File: src/rtl/imem_pkg.sv
// imem_pkg: shared instruction-memory geometry and loader state encoding for the loader and fetch.
package imem_pkg;
  localparam int IMEM_DEPTH = 16;
  localparam int IMEM_ADDR_W = 4;
  localparam logic [2:0] ST_IDLE = 3'd0;
  localparam logic [2:0] ST_RECV = 3'd1;
  localparam logic [2:0] ST_WRITE = 3'd2;
  localparam logic [2:0] ST_CHECK = 3'd3;
  localparam logic [2:0] ST_DONE = 3'd4;
  typedef enum logic [2:0] {
    IDLE  = ST_IDLE,
    RECV  = ST_RECV,
    WRITE = ST_WRITE,
    CHECK = ST_CHECK,
    DONE  = ST_DONE
  } ld_state_e;
endpackage

File: src/rtl/imem_loader_byte_packer.sv
// byte_packer: collects 4 bytes little-endian into a 32-bit word, pulsing word_ready as the 4th byte is taken.
// Ports: clk, reset (sync, active-low), clr (drop partial word), en (byte taken), in_data,
// word (assembled word incl. current byte), word_ready (en on 4th byte).
module byte_packer (
  input  logic        clk,
  input  logic        reset,
  input  logic        clr,
  input  logic        en,
  input  logic [7:0]  in_data,
  output logic [31:0] word,
  output logic        word_ready
);
  logic [1:0] cnt_q, cnt_d;
  logic [23:0] sh_q, sh_d;
  assign word = {in_data, sh_q};
  assign word_ready = en && cnt_q == 2'd3;
  always_comb begin
    cnt_d = clr ? 2'd0 : en ? cnt_q + 2'd1 : cnt_q;
    sh_d = clr ? 24'd0 : en ? {in_data, sh_q[23:8]} : sh_q;
  end
  always_ff @(posedge clk) begin
    if (!reset) begin
      cnt_q <= 2'd0;
      sh_q <= 24'd0;
    end else begin
      cnt_q <= cnt_d;
      sh_q <= sh_d;
    end
  end
endmodule

File: src/rtl/imem_loader.sv
// imem_loader: loads a byte stream as little-endian words into instruction memory while holding the core.
// Ports: clk, reset (sync, active-low), start/num_words (begin load), in_valid/in_data/in_ready (byte stream),
// mem_we/mem_addr/mem_wdata (memory write), cpu_hold, done, csum_err.
// Optional macro IMEM_LOADER_CHECKSUM_EN adds a trailing 32-bit checksum check (CHECK state).
module imem_loader
  import imem_pkg::*;
#(
  parameter int DEPTH = IMEM_DEPTH,
  parameter int ADDR_W = IMEM_ADDR_W
) (
  input  logic              clk,
  input  logic              reset,
  input  logic              start,
  input  logic [ADDR_W:0]   num_words,
  input  logic              in_valid,
  input  logic [7:0]        in_data,
  output logic              in_ready,
  output logic              mem_we,
  output logic [ADDR_W-1:0] mem_addr,
  output logic [31:0]       mem_wdata,
  output logic              cpu_hold,
  output logic              done,
  output logic              csum_err
);
`ifdef IMEM_LOADER_CHECKSUM_EN
  localparam ld_state_e FIN = CHECK;
`else
  localparam ld_state_e FIN = DONE;
`endif
  ld_state_e state_q, state_d;
  logic [ADDR_W:0] count_q, count_d;
  logic [ADDR_W-1:0] addr_q, addr_d;
  logic [31:0] wdata_q, wdata_d, word;
  logic take, clr, word_ready, last;
  assign in_ready = state_q == RECV || state_q == CHECK;
  assign cpu_hold = state_q == RECV || state_q == WRITE || state_q == CHECK;
  assign mem_we = state_q == WRITE;
  assign done = state_q == DONE;
  assign mem_addr = addr_q;
  assign mem_wdata = wdata_q;
  assign take = in_valid && in_ready;
  assign clr = start && (state_q == IDLE || state_q == DONE);
  // the index stops at the last word instead of wrapping past DEPTH-1
  assign last = ({1'b0, addr_q} + (ADDR_W+1)'(1)) == count_q;
  byte_packer u_packer (
    .clk(clk),
    .reset(reset),
    .clr(clr),
    .en(take),
    .in_data(in_data),
    .word(word),
    .word_ready(word_ready)
  );
  always_comb begin
    state_d = state_q;
    count_d = count_q;
    addr_d = addr_q;
    wdata_d = wdata_q;
    case (state_q)
      IDLE, DONE: if (start) begin
        count_d = num_words > (ADDR_W+1)'(DEPTH) ? (ADDR_W+1)'(DEPTH) : num_words;
        addr_d = '0;
        state_d = num_words == '0 ? FIN : RECV;
      end
      RECV: if (word_ready) begin
        wdata_d = word;
        state_d = WRITE;
      end
      WRITE: begin
        state_d = last ? FIN : RECV;
        addr_d = last ? addr_q : addr_q + 1'b1;
      end
      CHECK: if (word_ready) state_d = DONE;
      default: state_d = IDLE;
    endcase
  end
  always_ff @(posedge clk) begin
    if (!reset) begin
      state_q <= IDLE;
      count_q <= '0;
      addr_q <= '0;
      wdata_q <= '0;
    end else begin
      state_q <= state_d;
      count_q <= count_d;
      addr_q <= addr_d;
      wdata_q <= wdata_d;
    end
  end
`ifdef IMEM_LOADER_CHECKSUM_EN
  logic [31:0] sum_q, sum_d;
  logic csum_err_q, csum_err_d;
  always_comb begin
    sum_d = clr ? 32'd0 : mem_we ? sum_q + wdata_q : sum_q;
    csum_err_d = clr ? 1'b0 : (state_q == CHECK && word_ready) ? word != sum_q : csum_err_q;
  end
  always_ff @(posedge clk) begin
    if (!reset) begin
      sum_q <= 32'd0;
      csum_err_q <= 1'b0;
    end else begin
      sum_q <= sum_d;
      csum_err_q <= csum_err_d;
    end
  end
  assign csum_err = csum_err_q;
`else
  assign csum_err = 1'b0;
`endif
endmodule

File: config.mk
export PLATFORM = sky130hd
export DESIGN_NAME = imem_loader
export DESIGN_NICKNAME = d
export VERILOG_FILES = /design/src/rtl/imem_pkg.sv /design/src/rtl/imem_loader_byte_packer.sv /design/src/rtl/imem_loader.sv
export SDC_FILE = /design/constraint.sdc
export NUM_CORES = 1
export LEC_CHECK = 0
export ABC_AREA = 1
export CAP_MARGIN = 15
export CORE_MARGIN = 5
export CORE_UTILIZATION = 50
export CTS_BUF_LIST = sky130_fd_sc_hd__clkbuf_16
export DETAILED_ROUTE_END_ITERATION = 8
export PLACE_DENSITY = 0.79
export REMOVE_ABC_BUFFERS = 1
export SETUP_SLACK_MARGIN = 0.2
export SLEW_MARGIN = 0
export SYNTH_ARGS = -nofsm -noshare
export SYNTH_HDL_FRONTEND = slang
export SYNTH_SLANG_ARGS = --single-unit
File: constraint.sdc
create_clock -name clk -period 3.75 [get_ports clk]
set_clock_uncertainty 0.05 [all_clocks]
set_input_delay 0.5625 -clock clk [delete_from_list [all_inputs] [get_ports clk]]
set_output_delay 0.5625 -clock clk [all_outputs]
set_load 0.05 [all_outputs]
# ---- Word-level counts from Yosys, hierarchy flattened
# Index checks and enable logic that the tools add are counted.
dict set report op_classes {
  mux 10
  reduce_logical 16
  n_eq_ne 10
  n_bitwise 1
  addsub 3
  order_cmp 1
}
# cell count
set op_table {}
lappend op_table {{$mux 3} 5}
lappend op_table {{$pmux 3 s4} 1}
lappend op_table {{$mux 4} 2}
lappend op_table {{$pmux 4 s2} 1}
lappend op_table {{$eq 3x2->1 const B} 2}
lappend op_table {{$reduce_and 3->1} 2}
lappend op_table {{$add 4x1->5 const B} 1}
lappend op_table {{$eq 5x5->1} 1}
lappend op_table {{$gt 5x5->1 const B} 1}
lappend op_table {{$logic_not 5->1} 1}
lappend op_table {{$mux 5} 1}
lappend op_table {{$add 4x1->4 const B} 1}
lappend op_table {{$logic_or 1x1->1} 4}
lappend op_table {{$ne 2x1->1 const B} 2}
lappend op_table {{$ne 2x2->1 const B} 2}
lappend op_table {{$reduce_and 2->1} 2}
lappend op_table {{$reduce_or 2->1} 2}
lappend op_table {{$eq 3x1->1 const B} 1}
lappend op_table {{$eq 3x3->1 const B} 1}
lappend op_table {{$logic_and 1x1->1} 3}
lappend op_table {{$logic_not 3->1} 1}
lappend op_table {{$add 2x1->2 const B} 1}
lappend op_table {{$eq 2x2->1 const B} 1}
lappend op_table {{$reduce_bool 2->1} 1}
lappend op_table {{$not 1->1} 1}
dict set report word_totals {
  inputBits 17
  register_bits 70
  output_inout_bits 41
}

# ---- Longest topological paths before layout
# Gate-level depths: netlist of run 1.
dict set report logic_depth {
  depth_word 6
  depth_mapped 11
  ltp_nobuf 11
}

# ---- By module
# Synthesis of run 1 repeated with hierarchy kept, for this count alone.
dict set report hier_totals {
  cells_unflattened 382
  area_unflattened_um2 2995.4
}
# mod area_per_inst_um2 n_inst cells_per_inst
set by_module_without_submodules {}
lappend by_module_without_submodules {imem_loader 1830.5 1 255}
lappend by_module_without_submodules {byte_packer 1164.9 1 127}

# ---- Worst setup path before layout of run 1
# OpenSTA, ideal clock, no wires.
dict set report synth_path {
  path_kind {flip-flop to flip-flop}
  from {reg addr_q[0] (netlist: mem_addr[0])}
  to {reg addr_q[3] (netlist: mem_addr[3])}
  required_ns 3.584
  slack_ns 1.813
  setup_ns 0.116
  arrival_time_ns 1.771
  period_less_slack_ns 1.937
  stages_incl_launch_ff 10
  cell_sequence {dfxtp_1 -> ha_1 -> xnor2_1 -> nand3_1 -> inv_1 -> nand3_1 -> nand2_1 -> nand2_1 -> nor2_1 -> nor2_1}
}
dict set report synth_between {
  elab_chain_cells 4
}
# element line_no
set synth_rtl {}
lappend synth_rtl {{start, declared} imem_loader.sv:32} ;# logic [ADDR_W-1:0] addr_q, addr_d;
lappend synth_rtl {{start signal, assigned} imem_loader.sv:86} ;# addr_q <= addr_d;
lappend synth_rtl {{$add 4x1->5} imem_loader.sv:44} ;# assign last = ({1'b0, addr_q} + (ADDR_W+1)'(1)) == count_q;
lappend synth_rtl {{$eq 5x5->1} imem_loader.sv:44}
lappend synth_rtl {{$ne 2x2->1 (no line)} -}
lappend synth_rtl {{$reduce_and 3->1 (no line)} -}
# Parallel ways exist; a longest one is shown, timed or not. The select of a mux whose other input is x is not followed.
# A chain may end at the register's enable or synchronous reset.

# ---- Final worst setup path of run 1
dict set report layout_path {
  from {reg state_q[1]}
  to {out mem_we}
}
dict set report layout_between {
  elab_chain_cells 1
}
# element line_no
set layout_rtl {}
lappend layout_rtl {{start, declared} imem_loader.sv:30} ;# ld_state_e state_q, state_d;
lappend layout_rtl {{start signal, assigned} imem_loader.sv:84} ;# state_q <= state_d;
lappend layout_rtl {{$eq 3x2->1} imem_loader.sv:37} ;# assign mem_we = state_q == WRITE;
lappend layout_rtl {{end, declared} imem_loader.sv:18} ;# output logic mem_we,
# No other way between the ends.

==> metrics.yaml, run 1 <==
reg2reg_from: "state_q[0]"
post-place-ws_ns: 1.20
dr.pass1.iters: 4
area_growth_pct: 35.0
cp-start-kind: "flip-flop"
yosysMostFrequentCell: "dfxtp_1"
numCtsBuffers: 9
rows: 26
detail-route-antenna-nets: 0
gp_congestion: 0.869
crit_path_top_delay_cell: "clkdlybuf4s50_1"
power.leakage_nw: 1.43
peakVddDrop_mv: 0.283
hold_class: "reg -> reg"
dieHeight_um: 83.5
cts_sinks: 70
grt_first_pass_wirelength_um: 11200
syn_area_um2: 2700
hold_viol: 0
port_buffers: 56
fillers: 386
drive_gt1_frac: 0.0672
syn_avg_cell_area_um2: 7.81
synthSimpleGateAreaFrac: 0.138
grt_pass1_vias: 2446
root_buffer: "clkbuf_16"
outcome: "completed"
timing.rr.end: "mem_wdata[10]"
cts_max_level: 3
cts_setup_buffers: 0
antenna_found_initial: 0
cap_violations: 0
ctsResizeCount: 0
ctsHoldBuffers: 0
synth_top_family_by_area: "compound AO/OA/AOI/OAI gates"
ys_top_cells_by_count: "70 x dfxtp_1, 56 x a21oi_1, 53 x o21ai_0"
clk_path_buf_depth: 2
reg2reg_slack_ns: 1.73
yosysUniqueCellTypes: 24
period_share: 0.696
rsz0062_at_grt: "false"
grt_overflow: 0
cts_tree: "built"
maxSlewViolCount: 0
setup_violations: 0
synth-edff-count: 0
wl_um: 6380
finalNetCount: 416
critical-path-max-stage-delay_ns: 0.88
wl_per_cell_um: 13.5
tns_ns: 0
ys_top_cells_by_area: "dfxtp_1 52%, a21oi_1 10%, o21ai_0 9.8%"
synth_compound_area_frac: 0.223
grt_usage: 0.196
core-area_um2: 5170
syn-instance-count: 346
worstSkewPairLatency_ns: 0.33
cts.clk_slew.worst_paths_ns: 0.05
synth_top_area_share: 0.519
drc: 0
start_util: 0.522
yosysTopAreaCell: "dfxtp_1"
worstPathRequired_ns: 3.14
hold_start: "u_packer.sh_q[0]"
die_x_um: 83.5
io-pin-count: 58
critPathCaptureType: "output pin"
synthMuxAreaShare: 0
vias_per_cell: 4.99
layout_setup_ws_ns: 1.14
cp_max_fo: 5
die_area_um2: 6970
finish.utilization: 0.705
dp.cells: 456
critPathArrivalTime_ns: 2.00
ys.flop_type: "dfxtp_1"
synth_adder_area_share: 0.00926
timing.fmax_mhz: 383
reg2regPathDepth: 7
drtIter0Drc: 170
dp_hpwl_um: 4160
ys_ff_latch: 70
worst_pin_slew_ns: 0.749
async_flop_share: 0
whs_endpoint: "u_packer.sh_q[0]"
slew_headroom: 0.499
min_path_cells: 2
via_count: 2356
yosys_warnings: 0
antenna_cells: 0
synth_xor_area_frac: 0.00648
powerDensity_nw_per_um2: 541
finalNonFillerCells: 472
worstPathCellList: "inv_1 -> nor3_2 -> clkdlybuf4s50_1"
critical_path_class: "reg -> out"
period_needed_ns: 2.61
synth_seq_area_share: 0.519
grt_max_degree: 51
## sequential cells by signal, summed over array words and instances, names as in the netlist
signal          flops
count_q             5
mem_addr            4
mem_wdata          32
state_q             3
u_packer.cnt_q      2
u_packer.sh_q      24
## per-stage QoR
stage          power (mW)  hold WS [ns]  instance area (um2)
2_1_floorplan       0.902         0.379                 2600
3_3_place_gp        0.961         0.389                 3280
3_5_place_dp        0.966         0.398                 3280
4_1_cts              1.98         0.408                 3650
5_1_grt              2.05         0.429                 3650
6_report             1.97         0.404                 3650
## worst max-delay path, delay by kind of cell, from the launching register on
| kind | cells | cell delay, ns |
|---|---|---|
| buffers and inverters | 2 | 0.99 |
| DFF | 1 | 0.41 |
| and+or+nand+nor | 1 | 0.28 |
## metal layers
| metal | vias up | global-route usage | part of all wire |
|---|---|---|---|
| li1 | 1234 | - | - |
| met1 | 1058 | 0.229 | 0.44 |
| met2 | 56 | 0.331 | 0.49 |
| met3 | 8 | 0.0661 | 0.054 |
| met4 | 0 | 0.0760 | 0.0099 |
| met5 | - | 0 | 0 |
## final cells by class
| cell class | instances | area, um2 | share of cell area |
|---|---|---|---|
| clock buffer | 9 | 225 | 0.0618 |
| clock inverter | 7 | 138 | 0.0377 |
| inverter | 47 | 176 | 0.0484 |
| multi-input combinational | 209 | 1030 | 0.282 |
| sequential | 70 | 1400 | 0.384 |
| tap | 70 | 87.6 | 0.0240 |
| timing repair buffer | 60 | 591 | 0.162 |
## worst max path at each step
stage	start	end	slack, ns	cells after the start
6_report	state_q[1]	mem_we	1.14	3
5_1_grt	state_q[1]	mem_we	1.08	3
4_1_cts	state_q[1]	mem_we	1.15	3
3_5_place_dp	in_valid	mem_wdata[10]	1.20	6
3_3_place_gp	reset	u_packer.sh_q[16]	1.30	6
2_1_floorplan	state_q[0]	mem_wdata[24]	1.34	7
## cells in the final DEF, fill, tap and decap left out, drive strengths merged
cell / netlist / layout
clkdlybuf4s50: 0 / 56
nand3: 18 / 18
nand4: 3 / 3
nor3: 1 / 1
clkinv: 0 / 2
nor2: 37 / 37
conb: 1 / 1
xnor2: 1 / 1
a211oi: 1 / 1
bufinv: 0 / 4
dfxtp: 70 / 70
o21ai: 61 / 61
inv: 47 / 48
buf: 12 / 4
xor2: 1 / 1
a21oi: 56 / 56
a32o: 1 / 1
clkbuf: 8 / 9
ha: 2 / 2
nand2: 26 / 26
## report_power, final
part           total, mW  internal [mW]  leakage (nW)  switching [mW]
logic              0.170         0.0594         0.685           0.111
registers          0.783          0.768         0.567          0.0157
clock network       1.02          0.714         0.181           0.305
total               1.97           1.54          1.43           0.431
## logic make-up after synthesis
| kind of cell | Yosys count |
|---|---|
| compound gates | 119 |
| other cells | 1 |
| simple gates | 85 |
| buf+inv | 67 |
| xor+xnor | 2 |
| flops | 70 |
| fa+ha+maj | 2 |
(Power assumes the default switching activity.)
==> run 2: changes to the inputs <==
--- a/config.mk
+++ b/config.mk
@@ -8,10 +8,10 @@
 export ABC_AREA = 1
 export CAP_MARGIN = 15
 export CORE_MARGIN = 5
-export CORE_UTILIZATION = 50
+export CORE_UTILIZATION = 45
 export CTS_BUF_LIST = sky130_fd_sc_hd__clkbuf_16
 export DETAILED_ROUTE_END_ITERATION = 8
-export PLACE_DENSITY = 0.79
+export PLACE_DENSITY = 0.75
 export REMOVE_ABC_BUFFERS = 1
 export SETUP_SLACK_MARGIN = 0.2
 export SLEW_MARGIN = 0
==> constraint.sdc (replaced) <==
create_clock -name clk -period 2.29 [get_ports clk]
set_clock_uncertainty 0.05 [all_clocks]
set_input_delay 0.3435 -clock clk [delete_from_list [all_inputs] [get_ports clk]]
set_output_delay 0.3435 -clock clk [all_outputs]
set_load 0.05 [all_outputs]
==> metrics.yaml, run 2 (synthesis gave the netlist of run 1 again) <==
outcome: "completed"
hold_start: "u_packer.sh_q[1]"
rsz0062_at_grt: "false"
core-area_um2: 5890  # +14%
reg2reg_from: "mem_addr[0]"
worst-path-buf-inv: 1  # -1
cts_max_level: 3  # unchanged
worstPathRequired_ns: 1.90  # -1.24 ns
worst_pin_slew_ns: 0.535  # -0.214 ns
detail-route-antenna-nets: 0  # unchanged
dr.pass1.iters: 4  # unchanged
reg2reg_slack_ns: 0.48  # -1.25 ns
hold_viol: 0  # unchanged
grt_max_degree: 58  # +14%
cp_max_fo: 7  # +2
finalNonFillerCells: 475  # +0.64%
io-pin-count: 58  # unchanged
worstSkewPairLatency_ns: 0.32  # about the same
cts_setup_buffers: 0  # unchanged
grt_pass1_vias: 2236  # -8.6%
fillers: 535  # +39%
worstPathCellList: "clkdlybuf4s50_1"
drive_gt1_frac: 0.0675  # +0.000336
whs_endpoint: "u_packer.sh_q[1]"
peakVddDrop_mv: 0.468  # +65%
p_sw_mw: 0.667  # +55%
pwr-share-comb: 0.098  # +0.012
die_area_um2: 7650  # +9.8%
switching_share: 0.244  # +0.0258
period_needed_ns: 1.98
drtIter0Drc: 119  # -30%
finalNetCount: 416  # unchanged
critPathArrivalTime_ns: 1.58  # -0.42 ns
maxSlewViolCount: 0  # unchanged
slew_headroom: 0.642  # +0.143
cts_tree: "built"
p_int_mw: 2.06  # +34%
dp_hpwl_um: 3910  # -6.1%
drc: 0  # unchanged
powerDensity_nw_per_um2: 768  # +42%
grt_first_pass_wirelength_um: 9740  # -13%
seqPwrFrac: 0.470  # +0.073
root_buffer: "clkbuf_16"
via_count: 2315  # -1.7%
area_growth_pct: 31.5
timing.rr.end: "mem_addr[1]"
dieHeight_um: 87.5  # +4.8%
tns_ns: 0  # unchanged
clkPwrFrac: 0.432  # -0.084
wl_um: 5840  # -8.4%
numCtsBuffers: 9  # unchanged
timing.fmax_mhz: 506
port_buffers: 56  # unchanged
start_util: 0.459  # -0.0633
clk_path_buf_depth: 2  # unchanged
fin_total_pwr_mw: 2.73  # +38%
antenna_found_initial: 0  # unchanged
vias_per_cell: 4.87  # -2.4%
hold_class: "reg -> reg"
gp_congestion: 0.797  # -8.2%
setup_violations: 0  # unchanged
critical_path_class: "reg -> out"
power.leakage_nw: 1.42  # -0.87%
critPathCaptureType: "output pin"
dp.cells: 461  # +1.1%
antenna_cells: 0  # unchanged
reg2regPathDepth: 10  # +3
period_share: 0.863
rows: 28  # +7.7%
critical-path-max-stage-delay_ns: 0.84  # -0.04 ns
cp-start-kind: "flip-flop"
layout_common_cells: "70 x dfxtp_1, 56 x a21oi_1, 53 x o21ai_0"
cap_violations: 0  # unchanged
wl_per_cell_um: 12.3  # -9.0%
die_x_um: 87.5  # +4.8%
critPathTopFamily: "buffers and inverters"
layout_commonest_cell: "dfxtp_1"
grt_usage: 0.162  # -0.0340
cts_sinks: 70  # unchanged
min_path_cells: 2  # unchanged
largest_register_ff_count: 32  # unchanged
cts.clk_slew.worst_paths_ns: 0.05  # about the same
crit_path_top_delay_cell: "clkdlybuf4s50_1"
grt_overflow: 0  # unchanged
run 2: repair_timing:
| item | 4_1_cts | 5_1_grt |
|---|---|---|
| hold buffers | 0 | 0 |
| resized for setup | 2 | 2 |
| setup endpoints to repair | 2 | 2 |
run 2: per-stage QoR:
step / area [um2] / util / setup WS [ns] / hold WS [ns]
global placement: 3300 / 0.560 / 0.486 / 0.388
global route: 3550 / 0.604 / 0.257 / 0.419
detailed placement: 3300 / 0.560 / 0.457 / 0.393
floorplan: 2600 / - / -0.117 / 0.379
CTS: 3550 / 0.603 / 0.201 / 0.401
finish: 3550 / 0.604 / 0.313 / 0.397
run 2: layer usage:
| metal | global-route usage | wire length (um) | vias up |
|---|---|---|---|
| met3 | 0.0605 | 426 | 9 |
| met2 | 0.262 | 2650 | 55 |
| met4 | 0.0711 | 91 | 0 |
| met1 | 0.190 | 2680 | 1021 |
| met5 | 0 | 0 | - |
| li1 | - | - | 1230 |
run 2: worst max-delay path by stage:
stage	from	cells past startpoint	slack [ns]	to
finish	mem_addr[3]	1	0.31	mem_addr[3]
CTS	mem_addr[0]	1	0.20	mem_addr[0]
global route	mem_addr[3]	1	0.26	mem_addr[3]
floorplan	state_q[0]	7	-0.12	mem_wdata[24]
global placement	state_q[1]	3	0.49	cpu_hold
detailed placement	in_valid	7	0.46	mem_wdata[31]
run 2: power groups by stage:
stage	clock [mW]	sequential, mW	combinational (mW)
final	1.18	1.28	0.268
after detailed placement	0	1.31	0.272
after floorplan	0	1.32	0.158
after global placement	0	1.31	0.268
after CTS	1.20	1.28	0.270
after global routing	1.26	1.29	0.300
run 2: area by class of cell:
cell class                 count  area, um2  area share
clock buffer                   9        225      0.0634
clock inverter                 5       28.8     0.00810
inverter                      47        176      0.0496
multi-input combinational    209       1030       0.289
sequential                    70       1400       0.394
tap                           75       93.8      0.0264
timing repair buffer          60        601       0.169
==> run 3: changes to the inputs <==
--- a/config.mk
+++ b/config.mk
@@ -6,6 +6,7 @@
 export NUM_CORES = 1
 export LEC_CHECK = 0
 export ABC_AREA = 1
+export ABC_CLOCK_PERIOD_IN_PS = 2290
 export CAP_MARGIN = 15
 export CORE_MARGIN = 5
 export CORE_UTILIZATION = 45
==> results of run 3 <==
Final layout, timing and power as in run 2 (identical DEF).
